[src/rtl/pong_game_sequencer_pkg.sv]
// Shared types and constants for the Pong game controller and its helpers.
package pong_pkg;

  typedef enum logic [2:0] {
    ST_IDLE  = 3'd0,
    ST_SERVE = 3'd1,
    ST_PLAY  = 3'd2,
    ST_PAUSE = 3'd3,
    ST_POINT = 3'd4,
    ST_OVER  = 3'd5
  } game_state_t;

  // USB HID usage codes
  localparam logic [7:0] KEY_SPACE = 8'h2C;
  localparam logic [7:0] KEY_P     = 8'h13;
  localparam logic [7:0] KEY_W     = 8'h1A;
  localparam logic [7:0] KEY_S     = 8'h16;
  localparam logic [7:0] KEY_UP    = 8'h52;
  localparam logic [7:0] KEY_DOWN  = 8'h51;

  localparam int DEF_WIN_SCORE    = 7;
  localparam int DEF_SERVE_FRAMES = 90;
  localparam int DEF_POINT_FRAMES = 60;

  function automatic int max_int(input int a, input int b);
    return (a > b) ? a : b;
  endfunction

endpackage

[src/rtl/pong_game_sequencer_frame_tick_sync.sv]
// Brings the VGA vertical sync into the Clk domain and emits a one-cycle
// pulse per rising edge, three Clk edges after the edge arrives.
module frame_tick_sync (
  input  logic clk,
  input  logic rst_n,
  input  logic frame_clk,
  output logic frame_tick
);

  logic sync1_q, sync2_q, sync3_q, tick_q;

  always_ff @(posedge clk) begin
    if (!rst_n) begin
      sync1_q <= 1'b0;
      sync2_q <= 1'b0;
      sync3_q <= 1'b0;
      tick_q  <= 1'b0;
    end else begin
      sync1_q <= frame_clk;
      sync2_q <= sync1_q;
      sync3_q <= sync2_q;
      tick_q  <= sync2_q & ~sync3_q;
    end
  end

  assign frame_tick = tick_q;

endmodule

[src/rtl/pong_game_sequencer.sv]
// Pong game controller: sequences serve, play, pause, point hold and game
// over, keeps both scores and drives the ball module's motion controls.
module pong_game_sequencer
  import pong_pkg::*;
#(
  parameter int         WIN_SCORE    = DEF_WIN_SCORE,
  parameter int         SERVE_FRAMES = DEF_SERVE_FRAMES,
  parameter int         POINT_FRAMES = DEF_POINT_FRAMES,
  parameter logic [7:0] KEY_START    = KEY_SPACE,
  parameter logic [7:0] KEY_PAUSE    = KEY_P
) (
  input  logic       Clk,
  input  logic       Reset_n,
  input  logic       frame_clk,
  input  logic [7:0] keycode,
  input  logic       miss_l,
  input  logic       miss_r,
  output logic       ball_run,
  output logic       ball_center,
  output logic       serve_dir,
  output logic [3:0] score_l,
  output logic [3:0] score_r,
  output logic       game_over,
  output logic       winner,
  output logic [2:0] state_dbg
);

  localparam int CNT_W = $clog2(max_int(SERVE_FRAMES, POINT_FRAMES) + 1);
  localparam logic [CNT_W-1:0] SERVE_LOAD = CNT_W'(SERVE_FRAMES);
  localparam logic [CNT_W-1:0] POINT_LOAD = CNT_W'(POINT_FRAMES);
  localparam logic [CNT_W-1:0] CNT_ONE    = CNT_W'(1);
  localparam logic [CNT_W-1:0] CNT_ZERO   = '0;
  localparam logic [3:0]       WIN_Q      = 4'(WIN_SCORE);

  logic frame_tick;

  frame_tick_sync u_frame_tick_sync (
    .clk        (Clk),
    .rst_n      (Reset_n),
    .frame_clk  (frame_clk),
    .frame_tick (frame_tick)
  );

  game_state_t      state_q, state_d;
  logic [CNT_W-1:0] cnt_q, cnt_d;
  logic [3:0]       score_l_q, score_l_d, score_r_q, score_r_d;
  logic             serve_dir_q, serve_dir_d;
  logic [7:0]       key_prev_q;

  logic       ball_run_q, ball_center_q, serve_dir_out_q;
  logic       game_over_q, winner_q;
  logic [3:0] score_l_out_q, score_r_out_q;
  logic [2:0] state_dbg_q;

  logic start_ev, pause_ev;

  // A held key produces a single event on its first cycle
  assign start_ev = (keycode == KEY_START) && (key_prev_q != KEY_START);
  assign pause_ev = (keycode == KEY_PAUSE) && (key_prev_q != KEY_PAUSE);

  always_comb begin
    state_d     = state_q;
    cnt_d       = cnt_q;
    score_l_d   = score_l_q;
    score_r_d   = score_r_q;
    serve_dir_d = serve_dir_q;
    unique case (state_q)
      ST_IDLE: begin
        if (start_ev) begin
          state_d     = ST_SERVE;
          cnt_d       = SERVE_LOAD;
          serve_dir_d = 1'b0;
        end
      end
      ST_SERVE: begin
        if (frame_tick) begin
          if (cnt_q != CNT_ZERO) cnt_d = cnt_q - CNT_ONE;
          if (cnt_q == CNT_ONE)  state_d = ST_PLAY;
        end
      end
      ST_PLAY: begin
        // A scoring tick takes precedence over a coincident pause press
        if (frame_tick && miss_l) begin
          score_r_d   = score_r_q + 4'd1;
          serve_dir_d = 1'b0;
          cnt_d       = POINT_LOAD;
          state_d     = ST_POINT;
        end else if (frame_tick && miss_r) begin
          score_l_d   = score_l_q + 4'd1;
          serve_dir_d = 1'b1;
          cnt_d       = POINT_LOAD;
          state_d     = ST_POINT;
        end else if (pause_ev) begin
          state_d = ST_PAUSE;
        end
      end
      ST_PAUSE: begin
        if (pause_ev) state_d = ST_PLAY;
      end
      ST_POINT: begin
        if (frame_tick) begin
          if (cnt_q != CNT_ZERO) cnt_d = cnt_q - CNT_ONE;
          if (cnt_q == CNT_ONE) begin
            if ((score_l_q == WIN_Q) || (score_r_q == WIN_Q)) begin
              state_d = ST_OVER;
            end else begin
              state_d = ST_SERVE;
              cnt_d   = SERVE_LOAD;
            end
          end
        end
      end
      ST_OVER: begin
        if (start_ev) begin
          state_d   = ST_IDLE;
          score_l_d = 4'd0;
          score_r_d = 4'd0;
        end
      end
      default: state_d = ST_IDLE;
    endcase
  end

  always_ff @(posedge Clk) begin
    if (!Reset_n) begin
      state_q     <= ST_IDLE;
      cnt_q       <= '0;
      score_l_q   <= 4'd0;
      score_r_q   <= 4'd0;
      serve_dir_q <= 1'b0;
      key_prev_q  <= 8'd0;
    end else begin
      state_q     <= state_d;
      cnt_q       <= cnt_d;
      score_l_q   <= score_l_d;
      score_r_q   <= score_r_d;
      serve_dir_q <= serve_dir_d;
      key_prev_q  <= keycode;
    end
  end

  // Output register stage: every output follows the game state by one Clk
  always_ff @(posedge Clk) begin
    if (!Reset_n) begin
      ball_run_q      <= 1'b0;
      ball_center_q   <= 1'b1;
      serve_dir_out_q <= 1'b0;
      score_l_out_q   <= 4'd0;
      score_r_out_q   <= 4'd0;
      game_over_q     <= 1'b0;
      winner_q        <= 1'b0;
      state_dbg_q     <= 3'd0;
    end else begin
      ball_run_q      <= (state_q == ST_PLAY);
      ball_center_q   <= (state_q inside {ST_IDLE, ST_SERVE, ST_OVER});
      serve_dir_out_q <= serve_dir_q;
      score_l_out_q   <= score_l_q;
      score_r_out_q   <= score_r_q;
      game_over_q     <= (state_q == ST_OVER);
      winner_q        <= (state_q == ST_OVER) && (score_r_q == WIN_Q);
      state_dbg_q     <= state_q;
    end
  end

  assign ball_run    = ball_run_q;
  assign ball_center = ball_center_q;
  assign serve_dir   = serve_dir_out_q;
  assign score_l     = score_l_out_q;
  assign score_r     = score_r_out_q;
  assign game_over   = game_over_q;
  assign winner      = winner_q;
  assign state_dbg   = state_dbg_q;

endmodule

[config.mk]
export PLATFORM = sky130hd
export DESIGN_NAME = pong_game_sequencer
export DESIGN_NICKNAME = d
export VERILOG_FILES = /design/src/rtl/pong_game_sequencer_pkg.sv /design/src/rtl/pong_game_sequencer_frame_tick_sync.sv /design/src/rtl/pong_game_sequencer.sv
export SDC_FILE = /design/constraint.sdc
export NUM_CORES = 1
export LEC_CHECK = 0
export CAP_MARGIN = 10
export CORE_MARGIN = 2
export CORE_UTILIZATION = 30
export CTS_BUF_LIST = sky130_fd_sc_hd__clkbuf_4 sky130_fd_sc_hd__clkbuf_8
export DETAILED_ROUTE_END_ITERATION = 6
export SYNTH_ARGS = -nofsm -noshare
export SYNTH_HDL_FRONTEND = slang
export SYNTH_SLANG_ARGS = --single-unit
export TNS_END_PERCENT = 5
[constraint.sdc]
create_clock -name Clk -period 3.5 [get_ports Clk]
set_clock_uncertainty 0.2 [all_clocks]
set_input_delay 0.7 -clock Clk [delete_from_list [all_inputs] [get_ports Clk]]
set_output_delay 0.7 -clock Clk [all_outputs]
set_load 0.01 [all_outputs]
**Word-level counts from Yosys, hierarchy flattened**

Cells that the tools add are included.

- $add $sub $neg: 3
- Equal/unequal tests: 24
- Muxes and demuxes: 31
- Bitwise logic cells: 2
- Reductions and logical operators: 17

Operators with widths:

| cell | number |
|---|---|
| two-way mux 7 bit | 8 |
| two-way mux 3 bit | 11 |
| one-hot mux 7 bit (4 select lines) | 1 |
| one-hot mux 3 bit (6 select lines) | 1 |
| two-way mux 4 bit | 4 |
| != test 2 bit, second input constant | 8 |
| one-hot mux 4 bit (2 select lines) | 2 |
| adder 4 x 1 -> 4 bit, second input constant | 2 |
| equality test 4 x 3 -> 1 bit, second input constant | 2 |
| equality test 8 x 5 -> 1 bit, second input constant | 1 |
| equality test 8 x 6 -> 1 bit, second input constant | 1 |
| != test 8 x 5 -> 1 bit, second input constant | 1 |
| != test 8 x 6 -> 1 bit, second input constant | 1 |
| AND reduction 8 bit | 1 |
| equality test 7 x 1 -> 1 bit, second input constant | 1 |
| nonzero test 7 bit | 1 |
| subtractor 7 x 1 -> 7 bit, second input constant | 1 |
| equality test 3 x 2 -> 1 bit, second input constant | 2 |
| equality test 3 bit, second input constant | 2 |
| AND reduction 3 bit | 2 |
| logical AND 1 bit | 5 |
| AND reduction 5 bit | 1 |
| != test 2 x 1 -> 1 bit, second input constant | 2 |
| != test 4 bit, second input constant | 1 |
| other kinds (12) | 15 |

- Register bits: 47
- Input port bits: 13
- Output and inout port bits: 16
- Word-level logic and storage cells: 95

**Depth between registers and ports, before layout**

- Word-level depth: 6
- Gate-level depth with buffers: 7

**Hierarchy**

Synthesis repeated with hierarchy kept, for this count alone.

- Cell total of the unflattened synthesis: 221
- Area, all modules: 2090.8 µm²

By module, submodules not included:

| module | instances | cells each | area each (µm²) | sequential area each (µm²) |
|---|---|---|---|---|
| pong_game_sequencer | 1 | 213 | 1979.4 | 860.8 |
| frame_tick_sync | 1 | 8 | 111.4 | 80.1 |

**Worst setup path after synthesis**

Ideal clock, no wire load.

- Path type: input port to flip-flop
- Start: input keycode[0]
- End: register state_q[0]
- Arrival: 2231 ps
- Required time: 3229 ps
- Setup slack: 998 ps
- Stages: 5
- Buffers on the path: 0
- Cells stage by stage: or4_4 -> a211oi_4 -> a221oi_2 -> or4_1 -> a21oi_1

- Word-level cells in the longest chain between the ends: 4
- Elaborated cells between the ends (all ways): 9

RTL lines:

| what | RTL line | RTL |
|---|---|---|
| start, declared | pong_game_sequencer.sv:15 | `input logic [7:0] keycode,` |
| equality test 8 x 5 -> 1 bit or equality test 8 x 6 -> 1 bit (tied branches) | pong_game_sequencer.sv:59, pong_game_sequencer.sv:58 |  |
| logical AND 1 bit, on equally long branches | pong_game_sequencer.sv:59, pong_game_sequencer.sv:58 |  |
| != test 4 bit (no source line) or != test 2 bit (tied branches) | -- |  |
| AND reduction 8 bit (no source line) * | -- |  |
| end signal, assigned | pong_game_sequencer.sv:133 | `state_q <= state_d;` |
| end, declared | pong_game_sequencer.sv:44 | `game_state_t state_q, state_d;` |

Mark *: on every way between the ends. The rest lies on a longest branch, timed or not.
A chain may end at the register's enable or synchronous reset.

**Worst setup path after layout**

Same ends and word-level chain as after synthesis.

==> key figures <==
Status
  – Outcome: finished clean

Critical path
  – Worst Path Buf+Inv: 1
  – CP max-delay cell: or4_4
  – Worst stage delay on the critical path: roughly 570 ps
  – Worst EP arrival: 2800 ps
  – Cell family with most CP delay: simple AND/OR/NAND/NOR gates
  – Startpoint types: input pin
  – Worst setup path class: input pin to flop
  – Crit-path cells: clkdlybuf4s50_1, or4_4, a211oi_4, a221oi_2, or4_1, a21oi_1
  – CP max FO: 5
  – CP Capture Type: flop
  – Req. time, crit path: between 3000 and 4000 ps
  – R2R depth: 5
  – WP depth: 6

Clocking
  – Clock slew at reported path FFs: around 90 ps
  – Htree depth: 2
  – CTS Buffer Depth: 2
  – Setup Buffers After CTS: 0
  – CTS resizes: 0
  – Hold_buf cts: 0
  – Clk Tree Root Cell: clkbuf_8
  – CTS Buf Count: 5
  – # clock sinks: 47
  – Skew-Pair Late Insertion Delay: around 300 ps
  – CTS tree: built

STA
  – Fmax: 0.361 GHz
  – Max-slew headroom: 48.8%
  – Final worst slack: 726 ps
  – Finish-stage setup viols: 0
  – Fraction of the cycle the final worst path needs: approximately 79%
  – Count of final hold-check violations: 0
  – Setup tns final: 0 ps
  – Max Slew Vio Count: 0
  – RSZ-0062 raised after global routing: no
  – Fin crit period: 2770 ps
  – Least-Margin Pin Slew: 766 ps

Min path
  – WHS Path Cells: 1
  – Worst Hold Class: flop to flop

Drt
  – DR vias: between 1,500 and 2,000
  – Drt pass-1 iters: 4
  – DR vias/cell: between 5 and 6
  – Routed len/inst: about 13 um
  – DRC: 0
  – DRT antenna net count: 0
  – First-iteration detailed-routing DRC count: 67
  – Routed wire length: around 4300 um

Floorplan
  – Starting Density: 30.8%
  – Die H: 87.2 um
  – FP Rows: 30
  – Die area: 0.00761 mm2
  – I/O pin count: 29
  – Die W: just under 90 um
  – Core area: 0.00676 mm2

Logic synthesis
  – Syn Nets: 247
  – Avg Inst Size Synth: 9.08 um2
  – Seq cells post-synth: 47
  – Cells after synthesis: 229
  – Yosys cell types: 47
  – Top FF cell, synth: dfxtp_1
  – Register area share after synthesis: 45.3%
  – Post-synth ARST share: 0%
  – EDFF count, synth: 0
  – YS warnings: 0
  – Synth Cell Area: 0.00208 mm2

Finish
  – Final layout net count: approximately 270
  – Most used cells in the layout excluding fill and tap cells: dfxtp_1, clkdlybuf4s50_1, and2_1
  – Synth-to-Final Area Change: 22.6%
  – Fillers: approximately 700
  – Design area: around 0.0025 mm2
  – Commonest non-fill, non-tap cell in the layout: dfxtp_1
  – Share of cells above drive strength 1: 6.61%
  – Ant. Diodes: 0

Global route
  – Antenna violations before repair: 0
  – Vias in the first global route: 1,596
  – Total congestion overflow: 0
  – First-pass GRT wire length: 7480 um
  – Largest net degree at the start of global routing: 31
  – GRT Util Overall: 12.4%

Placement
  – DP Worst Slack: between 400 and 500 ps
  – IO buf count: 28
  – DP HPWL: between 3000 and 4000 um
  – GP Congestion: 0.863
  – Dpl cell area: 0.00243 mm2

Power
  – Maximum VDD drop: 148 uV
  – P per Cell Area: 386 mW/mm2
  – Lkg Pwr: 0.910 nW

Run
  – Max Cap Violations: 0
-- state kept, by name, summed over array words and instances, names as in the netlist, 3 cells and up --
name,flops
cnt_q,7
key_prev_q,8
score_l,4
score_l_q,4
score_r,4
score_r_q,4
state_dbg,3
state_q,3
-- stage by stage --
| stage | instances | total power [mW] | hold WS, ps | util (%) |
|---|---|---|---|---|
| 5_1_grt | 337 | 1.02 | 205 | 37.7 |
| 2_1_floorplan | 229 | 0.575 | 167 | - |
| 3_5_place_dp | 329 | 0.598 | 179 | 36.0 |
| 3_3_place_gp | 329 | 0.598 | 173 | 36.0 |
| 6_report | 337 | 0.985 | 188 | 37.7 |
| 4_1_cts | 337 | 0.999 | 193 | 37.7 |
-- metal layers --
layer | up-vias | GRT usage [%] | share of wire, %
met2 | 45 | 19.2 | 46
met1 | 787 | 16.5 | 47
li1 | 876 | - | -
met3 | 8 | 3.41 | 4.7
met4 | 0 | 4.90 | 2.0
met5 | - | 0 | 0
-- cell families after synthesis --
kind of cell / count (synthesis) / synth area share [%]
xor gates and xnor gates: 7 / 2.95
adders and majority gates: 5 / 3.01
muxes: 1 / 0.482
and+or+nand+nor: 100 / 27.8
buffers and inverters: 15 / 2.71
DFF: 47 / 45.3
AOI/OAI and AO/OA: 54 / 17.8
-- report_power, final --
| part | internal [mW] | switching [mW] |
|---|---|---|
| clock | 0.215 | 0.184 |
| combinational | 0.0205 | 0.0199 |
| sequential | 0.541 | 0.00395 |
| total | 0.777 | 0.208 |
-- Yosys cell counts, types with 2 or more instances --
| cell | number | area share, % |
|---|---|---|
| dfxtp_1 | 47 | 45 |
| and2_1 | 22 | 6.6 |
| nor2_1 | 18 | 3.3 |
| a21oi_1 | 14 | 3.4 |
| nand2_1 | 14 | 2.5 |
| nand3_1 | 9 | 2.2 |
| clkbuf_1 | 8 | 1.4 |
| o21ai_0 | 8 | 1.9 |
| inv_1 | 6 | 1.1 |
| ha_1 | 5 | 3.0 |
| nor3_1 | 5 | 1.2 |
| o211ai_1 | 5 | 1.8 |
| nor2b_1 | 4 | 1.2 |
| o21ai_1 | 4 | 0.96 |
| xnor2_1 | 4 | 1.7 |
| a31o_2 | 3 | 1.3 |
| a31oi_1 | 3 | 0.90 |
| nand3b_1 | 3 | 1.1 |
| nand4_1 | 3 | 0.90 |
| nor4_1 | 3 | 0.90 |
| nor4b_1 | 3 | 1.3 |
| o21a_1 | 3 | 1.1 |
| or3_1 | 3 | 0.90 |
| xor2_1 | 3 | 1.3 |
| a21boi_1 | 2 | 0.72 |
| a21o_1 | 2 | 0.72 |
| and4b_1 | 2 | 0.96 |
| nand4b_1 | 2 | 0.84 |
| o31ai_1 | 2 | 0.72 |
| or4bb_1 | 2 | 1.1 |
-- path summary, 6_finish.rpt --
check,to,slack [ps],start
max,state_q[0],730,keycode[0]
min reg2reg,u_frame_tick_sync.frame_tick,190,u_frame_tick_sync.sync3_q
max reg2reg,score_r_q[3],1100,state_q[1]
min,u_frame_tick_sync.frame_tick,190,u_frame_tick_sync.sync3_q
-- final cells by class --
cell class	count	area [um2]	share of cell area, %
multi-input combinational	167	1080	42.4
sequential	47	941	36.9
timing repair buffer	29	288	11.3
tap	80	100	3.93
clock buffer	5	68.8	2.70
clock inverter	3	46.3	1.82
inverter	6	22.5	0.884
(Power assumes the default switching activity.)
